$ cat src/rtl/hamming_pkg.sv
// Shared types and constants for the Hamming(7,4) serial receiver.
// Codeword vectors are 0-based: bit i holds code position c(i+1).
package hamming_pkg;

  typedef enum logic [1:0] {
    StIdle,
    StStart,
    StData,
    StStop
  } rx_state_e;

  localparam int unsigned CwP1 = 0;
  localparam int unsigned CwP2 = 1;
  localparam int unsigned CwD1 = 2;
  localparam int unsigned CwP3 = 3;
  localparam int unsigned CwD2 = 4;
  localparam int unsigned CwD3 = 5;
  localparam int unsigned CwD4 = 6;

  localparam int unsigned CwBits = 7;

endpackage

$ cat src/rtl/tt_um_hamming74_correct.sv
// Combinational Hamming(7,4) syndrome decode and single-bit correction.
module tt_um_hamming74_correct
  import hamming_pkg::*;
(
  input  logic [CwBits-1:0] cw_i,
  output logic [3:0]        data_o,
  output logic [2:0]        syndrome_o,
  output logic              corrected_o
);

  logic [2:0]        syn;
  logic [CwBits-1:0] fixed;

  always_comb begin
    syn[0] = cw_i[CwP1] ^ cw_i[CwD1] ^ cw_i[CwD2] ^ cw_i[CwD4];
    syn[1] = cw_i[CwP2] ^ cw_i[CwD1] ^ cw_i[CwD3] ^ cw_i[CwD4];
    syn[2] = cw_i[CwP3] ^ cw_i[CwD2] ^ cw_i[CwD3] ^ cw_i[CwD4];
    fixed  = cw_i;
    // A nonzero syndrome names the 1-based position of the flipped bit.
    if (syn != 3'd0) begin
      fixed[syn - 3'd1] = ~cw_i[syn - 3'd1];
    end
  end

  assign data_o      = {fixed[CwD4], fixed[CwD3], fixed[CwD2], fixed[CwD1]};
  assign syndrome_o  = syn;
  assign corrected_o = (syn != 3'd0);

endmodule

$ cat src/rtl/tt_um_hamming_rx_ctrl.sv
// Serial Hamming(7,4) receiver: start/7 code bits/stop framing, correction,
// and a single-entry valid/ready holding register with overrun reporting.
module tt_um_hamming_rx_ctrl
  import hamming_pkg::*;
#(
  parameter int unsigned CLKS_PER_BIT = 8
) (
  input  logic       clk,
  input  logic       rst,
  input  logic       ena,
  input  logic       rx_in,
  input  logic       out_ready,
  output logic       out_valid,
  output logic [3:0] out_data,
  output logic [2:0] out_syndrome,
  output logic       out_corrected,
  output logic       frame_err,
  output logic       overrun,
  output logic       busy
);

  localparam int unsigned TW       = $clog2(CLKS_PER_BIT);
  localparam int unsigned HalfLast = CLKS_PER_BIT / 2 - 1;
  localparam int unsigned BitLast  = CLKS_PER_BIT - 1;

  rx_state_e         state_q, state_d;
  logic [TW-1:0]     timer_q, timer_d;
  logic [2:0]        idx_q, idx_d;
  logic [CwBits-1:0] cw_q, cw_d;
  logic              rx_meta_q, rxs_q;

  logic              out_valid_q, out_valid_d;
  logic [3:0]        out_data_q, out_data_d;
  logic [2:0]        out_syn_q, out_syn_d;
  logic              out_corr_q, out_corr_d;
  logic              frame_err_q, frame_err_d;
  logic              overrun_q, overrun_d;

  logic              frame_done, frame_bad;
  logic [3:0]        fix_data;
  logic [2:0]        fix_syn;
  logic              fix_corr;

  tt_um_hamming74_correct u_correct (
    .cw_i        (cw_q),
    .data_o      (fix_data),
    .syndrome_o  (fix_syn),
    .corrected_o (fix_corr)
  );

  always_comb begin
    state_d    = state_q;
    timer_d    = timer_q + 1'b1;
    idx_d      = idx_q;
    cw_d       = cw_q;
    frame_done = 1'b0;
    frame_bad  = 1'b0;
    if (!ena) begin
      state_d = StIdle;
      timer_d = '0;
      idx_d   = '0;
    end else begin
      unique case (state_q)
        StIdle: begin
          timer_d = '0;
          if (!rxs_q) state_d = StStart;
        end
        StStart: begin
          if (timer_q == TW'(HalfLast)) begin
            timer_d = '0;
            idx_d   = '0;
            state_d = rxs_q ? StIdle : StData;
          end
        end
        StData: begin
          if (timer_q == TW'(BitLast)) begin
            timer_d     = '0;
            cw_d[idx_q] = rxs_q;
            if (idx_q == 3'd6) state_d = StStop;
            else               idx_d   = idx_q + 3'd1;
          end
        end
        StStop: begin
          if (timer_q == TW'(BitLast)) begin
            timer_d    = '0;
            state_d    = StIdle;
            frame_done = rxs_q;
            frame_bad  = ~rxs_q;
          end
        end
        default: state_d = StIdle;
      endcase
    end
  end

  always_comb begin
    out_valid_d = out_valid_q;
    out_data_d  = out_data_q;
    out_syn_d   = out_syn_q;
    out_corr_d  = out_corr_q;
    frame_err_d = frame_bad;
    overrun_d   = 1'b0;
    if (out_valid_q && out_ready) out_valid_d = 1'b0;
    if (frame_done) begin
      if (out_valid_q && !out_ready) begin
        overrun_d = 1'b1;
      end else begin
        // Covers both an empty register and a same-edge handshake.
        out_valid_d = 1'b1;
        out_data_d  = fix_data;
        out_syn_d   = fix_syn;
        out_corr_d  = fix_corr;
      end
    end
  end

  always_ff @(posedge clk) begin
    if (rst) begin
      state_q     <= StIdle;
      timer_q     <= '0;
      idx_q       <= '0;
      cw_q        <= '0;
      rx_meta_q   <= 1'b1;
      rxs_q       <= 1'b1;
      out_valid_q <= 1'b0;
      out_data_q  <= '0;
      out_syn_q   <= '0;
      out_corr_q  <= 1'b0;
      frame_err_q <= 1'b0;
      overrun_q   <= 1'b0;
    end else begin
      state_q     <= state_d;
      timer_q     <= timer_d;
      idx_q       <= idx_d;
      cw_q        <= cw_d;
      rx_meta_q   <= rx_in;
      rxs_q       <= rx_meta_q;
      out_valid_q <= out_valid_d;
      out_data_q  <= out_data_d;
      out_syn_q   <= out_syn_d;
      out_corr_q  <= out_corr_d;
      frame_err_q <= frame_err_d;
      overrun_q   <= overrun_d;
    end
  end

  assign out_valid     = out_valid_q;
  assign out_data      = out_data_q;
  assign out_syndrome  = out_syn_q;
  assign out_corrected = out_corr_q;
  assign frame_err     = frame_err_q;
  assign overrun       = overrun_q;
  assign busy          = (state_q != StIdle);

endmodule

$ cat config.mk
export PLATFORM = sky130hd
export DESIGN_NAME = tt_um_hamming_rx_ctrl
export DESIGN_NICKNAME = d
export VERILOG_FILES = /design/src/rtl/hamming_pkg.sv /design/src/rtl/tt_um_hamming74_correct.sv /design/src/rtl/tt_um_hamming_rx_ctrl.sv
export SDC_FILE = /design/constraint.sdc
export NUM_CORES = 1
export LEC_CHECK = 0
export ABC_AREA = 0
export CAP_MARGIN = 20
export CORE_UTILIZATION = 60
export DETAILED_ROUTE_END_ITERATION = 16
export DONT_BUFFER_PORTS = 1
export PLACE_DENSITY_LB_ADDON = 0.05
export SLEW_MARGIN = 15
export SYNTH_ARGS = -nofsm -noshare
export SYNTH_HDL_FRONTEND = slang
export SYNTH_HIERARCHICAL = 1
export SYNTH_SLANG_ARGS = --single-unit
$ cat constraint.sdc
create_clock -name clk -period 6.6 [get_ports clk]
set_input_delay 1.98 -clock clk [delete_from_list [all_inputs] [get_ports clk]]
set_output_delay 1.98 -clock clk [all_outputs]
set_load 0.05 [all_outputs]
Word-level counts from Yosys, hierarchy flattened
Cells that the tools add are included.
Storage, ports and cells
  register bits after elaboration: 28
  output and inout bits: 12
  bits of input ports: 5
Cells by class
  order comparisons: 4
  bitwise logic cells: 16
  multiplexer cells: 30
  add/subtract/negate cells: 3
  eq/ne operators: 12
  reduce and logical (&&, ||, !) cells: 17
Operator list (number)
  $mux W3: 5
  $bwmux W7: 2
  $mux W2: 6
  $ne A2 B2 Y1 const B: 6
  $mux W1: 10
  $pmux W3 S3: 1
  $xor A1 B1 Y1: 9
  $lt A3 B4 Y1 const B: 2
  $pmux W2 S4: 1
  $mux W7: 1
  $not A1 Y1: 7
  $add A3 B1 Y3 const B: 2
  $demux W1 S3: 2
  $eq A3 B3 Y1 const B: 2
  $ge A3 B1 Y1 const B: 2
  $pmux W3 S2: 1
  $reduce_or A2 Y1: 3
  $reduce_and A5 Y1: 1
  $eq A2 B2 Y1 const B: 2
  $logic_and A1 B1 Y1: 4
  $reduce_and A4 Y1: 1
  $reduce_bool A2 Y1: 2
  $reduce_or A4 Y1: 1
  $bmux W1 S3: 1
  8 further kinds: 8

Logic depth before layout (Yosys ltp)
  word-level depth: 10
  gate-level depth with buffers: 12

By module
The synthesis kept the hierarchy.
By module, submodules not included
  tt_um_hamming_rx_ctrl: cells an instance 136, seq. area each 560.5 um^2, instances 1, area an instance 1335.0 um^2
  tt_um_hamming74_correct: cells an instance 30, seq. area each 0.0 um^2, instances 1, area an instance 219.0 um^2

Worst setup path before layout
OpenSTA, ideal clock, no wires.
  kind: reg2out
  start point: register state_q[0]
  end point: output port busy
  path slack: 3.628 ns
  path buffers: 1
  data arrival time: 0.992 ns
  stages on the path, launching flop included: 4
  required time: 4.620 ns
  cells stage by stage: dfxtp_1 clkbuf_1 inv_1 nand2_1
On the way
  longest elaborated chain between the ends: 1
Ends and longest elaborated chain
  from (decl): RTL line tt_um_hamming_rx_ctrl.sv:26  | rx_state_e state_q, state_d;
  from (signal assigned): RTL line tt_um_hamming_rx_ctrl.sv:119  | state_q <= StIdle;
  from (signal assigned): RTL line tt_um_hamming_rx_ctrl.sv:132  | state_q <= state_d;
  $reduce_bool A2 Y1: RTL line tt_um_hamming_rx_ctrl.sv:153  | assign busy = (state_q != StIdle);
  to (decl): RTL line tt_um_hamming_rx_ctrl.sv:19  | output logic busy
No other way between the ends.

==> impl_metrics.py <==
metrics = {
    "synth": {
        "synth-edff-count": 0,
        "ys_warn_count": 6,
        "synth_area_sq_um": 1550,
        "synthesis.instances": 166,
        "synth_nets": 179,
        "synth-seq-area-share_pct": 36.1,
        "ys_types": 38,
        "synthArstFlopShare_pct": 0,
        "avgSynthCellArea_sq_um": 9.36,
        "synth-seq-cells": 28,
        "synth-main-ff-cell": "dfxtp_1",
    },
    "place": {
        "gp_congestion": 0.831,
        "hpwl_mm": 1.83,
        "post_dp_cell_area_sq_um": 1540,
        "numPortBuffers": 0,
    },
    "setup_path": {
        "worst-r2r-setup-slack_ns": 4.25,
        "endpoint_kind": "output port",
        "crit_fanout": 13,
        "critPathRequiredTime_ns": 4.62,
        "r2r-end": "out_data[3]",
        "cp-start-kind": "flop",
        "critPathKind": "reg -> out",
        "worstReg2RegStart": "cw_q[2]",
        "crit_arrival_ns": 1.43,
        "worstRegToRegCells": 12,
    },
    "grt": {
        "grt_usage_pct": 20.6,
        "grt_pass1_wl_mm": 4.09,
        "grt_overflow": 0,
        "grt_max_degree": 32,
        "antenna_found_initial": 0,
        "grt_pass1_vias": 965,
    },
    "floorplanning": {
        "die_w_um": 52.9,
        "ios": 17,
        "die_h_um": 52.9,
        "start_util_pct": 63.3,
        "die_area_sq_um": 2800,
        "coreArea_sq_um": 2450,
        "rows": 18,
    },
    "routing": {
        "wl_met2_mm": 1.12,
        "viasPerCell": 5.48,
        "drt-met1-wl_mm": 1.21,
        "routedWlPerCell_um": 12.7,
        "drtPass1Iterations": 4,
        "wirelength_mm": 2.46,
        "routed-wl-met3_um": 72,
        "top_layer_used": "met4",
        "drt_iter0_drc": 10,
        "ant_nets": 0,
        "drc_errors": 0,
        "via_count": 1058,
    },
    "timing": {
        "fin_crit_sh_pct": 51.6,
        "drv_slew": 0,
        "setup_viol_count_final": 0,
        "tightest_slew_ns": 0.519,
        "skew_ns": 0.00362,
        "rsz0062_at_grt": "false",
        "max_freq_mhz": 293,
        "max_slew_margin_pct": 65.4,
        "totalNegativeSetupSlack_ns": 0,
        "hold_violations": 0,
        "period_minus_slack_ns": 3.41,
    },
    "finish": {
        "final_nets": 177,
        "area_growth_pct": 2.50,
        "mostFrequentLayoutCells": "28 x nand2b_1, 28 x dfxtp_1, 15 x mux2i_1",
        "drive_above_1_share_pct": 7.98,
        "final_area_sq_um": 1590,
        "diodes": 0,
    },
    "min_path": {
        "hp-class": "reg -> reg",
        "whs_path_depth": 1,
        "hold_end": "rxs_q",
        "worstHoldStart": "rx_meta_q",
    },
    "pwr": {
        "vdd_drop_max_mv": 0.223,
        "powerDensity_nw_per_um2": 180,
        "leakage_nw": 0.640,
    },
    "job": {
        "drv_cap": 0,
    },
    "clocking": {
        "cts_resized": 0,
        "htree_num_levels": 1,
        "numClockSinks": 28,
        "clk_latency_ns": 0.32,
        "hold_buffers": 0,
        "cts_setup_buffers": 0,
        "clk_pin_slew_ns": 0.14,
        "cts_tree": "done",
        "cts_max_path_buffers": 2,
        "root_buffer": "clkbuf_4",
        "numCtsBuffers": 3,
    },
    "run_status": {
        "status": "completed",
    },
}
metal layers:
metal | vias up | GRT usage (%)
li1 | 558 | -
met1 | 481 | 24.0
met2 | 15 | 34.8
met3 | 4 | 4.60
met4 | 0 | 10.5
met5 | - | 0
area by class of cell:
cell class | count | area, sq um
clock buffers | 3 | 22.5
clock inverters | 1 | 30.0
fillers | 208 | 862
inverters | 13 | 48.8
multi-input cells | 118 | 893
flip-flops and latches | 28 | 561
well taps | 30 | 37.5
cell families (layout without fill, tap and decap cells):
group / after synthesis / after routing / share of synthesized area [%]
muxes: 17 / 17 / 11.1
adders and majority gates: 8 / 8 / 6.44
DFF: 28 / 28 / 36.1
AOI/OAI and AO/OA: 13 / 13 / 6.04
buffers and inverters: 20 / 17 / 6.44
and+or+nand+nor: 68 / 68 / 26.7
xor gates and xnor gates: 12 / 12 / 7.25
critical path: stages, from the launching register on:
cell and delay [ns]:
dfxtp_1 0.56, inv_1 0.15, nand2_1 0.40
synthesized netlist by cell type (all sizes together) (4+ instances only):
cell	instances	share of area, %
nor3	4	1.3
nand2b	28	11
xor2	7	4.4
nand2	6	1.4
a21oi	4	1.3
nor2	6	1.4
mux2i	15	9.7
nand3	4	1.3
dfxtp	28	36
inv	13	3.1
clkbuf	4	0.97
xnor2	5	2.8
ha	8	6.4
registers in the layout (all words and copies together) (netlist names), named ones only:
| name | count |
|---|---|
| rx_meta_q | 1 |
| out_valid | 1 |
| state_q | 1 |
| out_corrected | 1 |
| rxs_q | 1 |
| overrun | 1 |
| out_syndrome | 3 |
| out_data | 4 |
| idx_q | 3 |
| timer_q | 3 |
| frame_err | 1 |
| cw_q | 7 |
per-stage QoR:
| step | cells | hold slack (ns) | setup WS [ns] | util, % | power [W] |
|---|---|---|---|---|---|
| 2_1_floorplan | 166 | 0.389 | 3.63 | - | 0.000181 |
| 3_3_place_gp | 189 | 0.393 | 3.62 | 62.7 | 0.000181 |
| 3_5_place_dp | 189 | 0.401 | 3.59 | 62.7 | 0.000181 |
| 4_1_cts | 193 | 0.437 | 3.20 | 64.9 | 0.000291 |
| 5_1_grt | 193 | 0.460 | 3.09 | 64.9 | 0.000299 |
| 6_report | 193 | 0.432 | 3.19 | 64.9 | 0.000287 |
where the power goes:
| group | switching (W) | total (W) | leakage, nW | internal (W) |
|---|---|---|---|---|
| clock | 0.0000484 | 0.000110 | 0.0279 | 0.0000614 |
| combinational | 0.00000269 | 0.00000653 | 0.386 | 0.00000384 |
| sequential | 0.000000915 | 0.000171 | 0.226 | 0.000170 |
| total | 0.0000520 | 0.000287 | 0.640 | 0.000235 |
worst max path at each step:
stage	start	endpoint	depth (start not counted)	slack [ns]
final	flop	busy	2	3.19
after detailed placement	flop	busy	2	3.59
after global placement	flop	busy	2	3.62
after global routing	flop	busy	2	3.09
after CTS	flop	busy	2	3.20
after floorplan	state_q[0]	busy	3	3.63
Power figures use the tool's default switching activity.
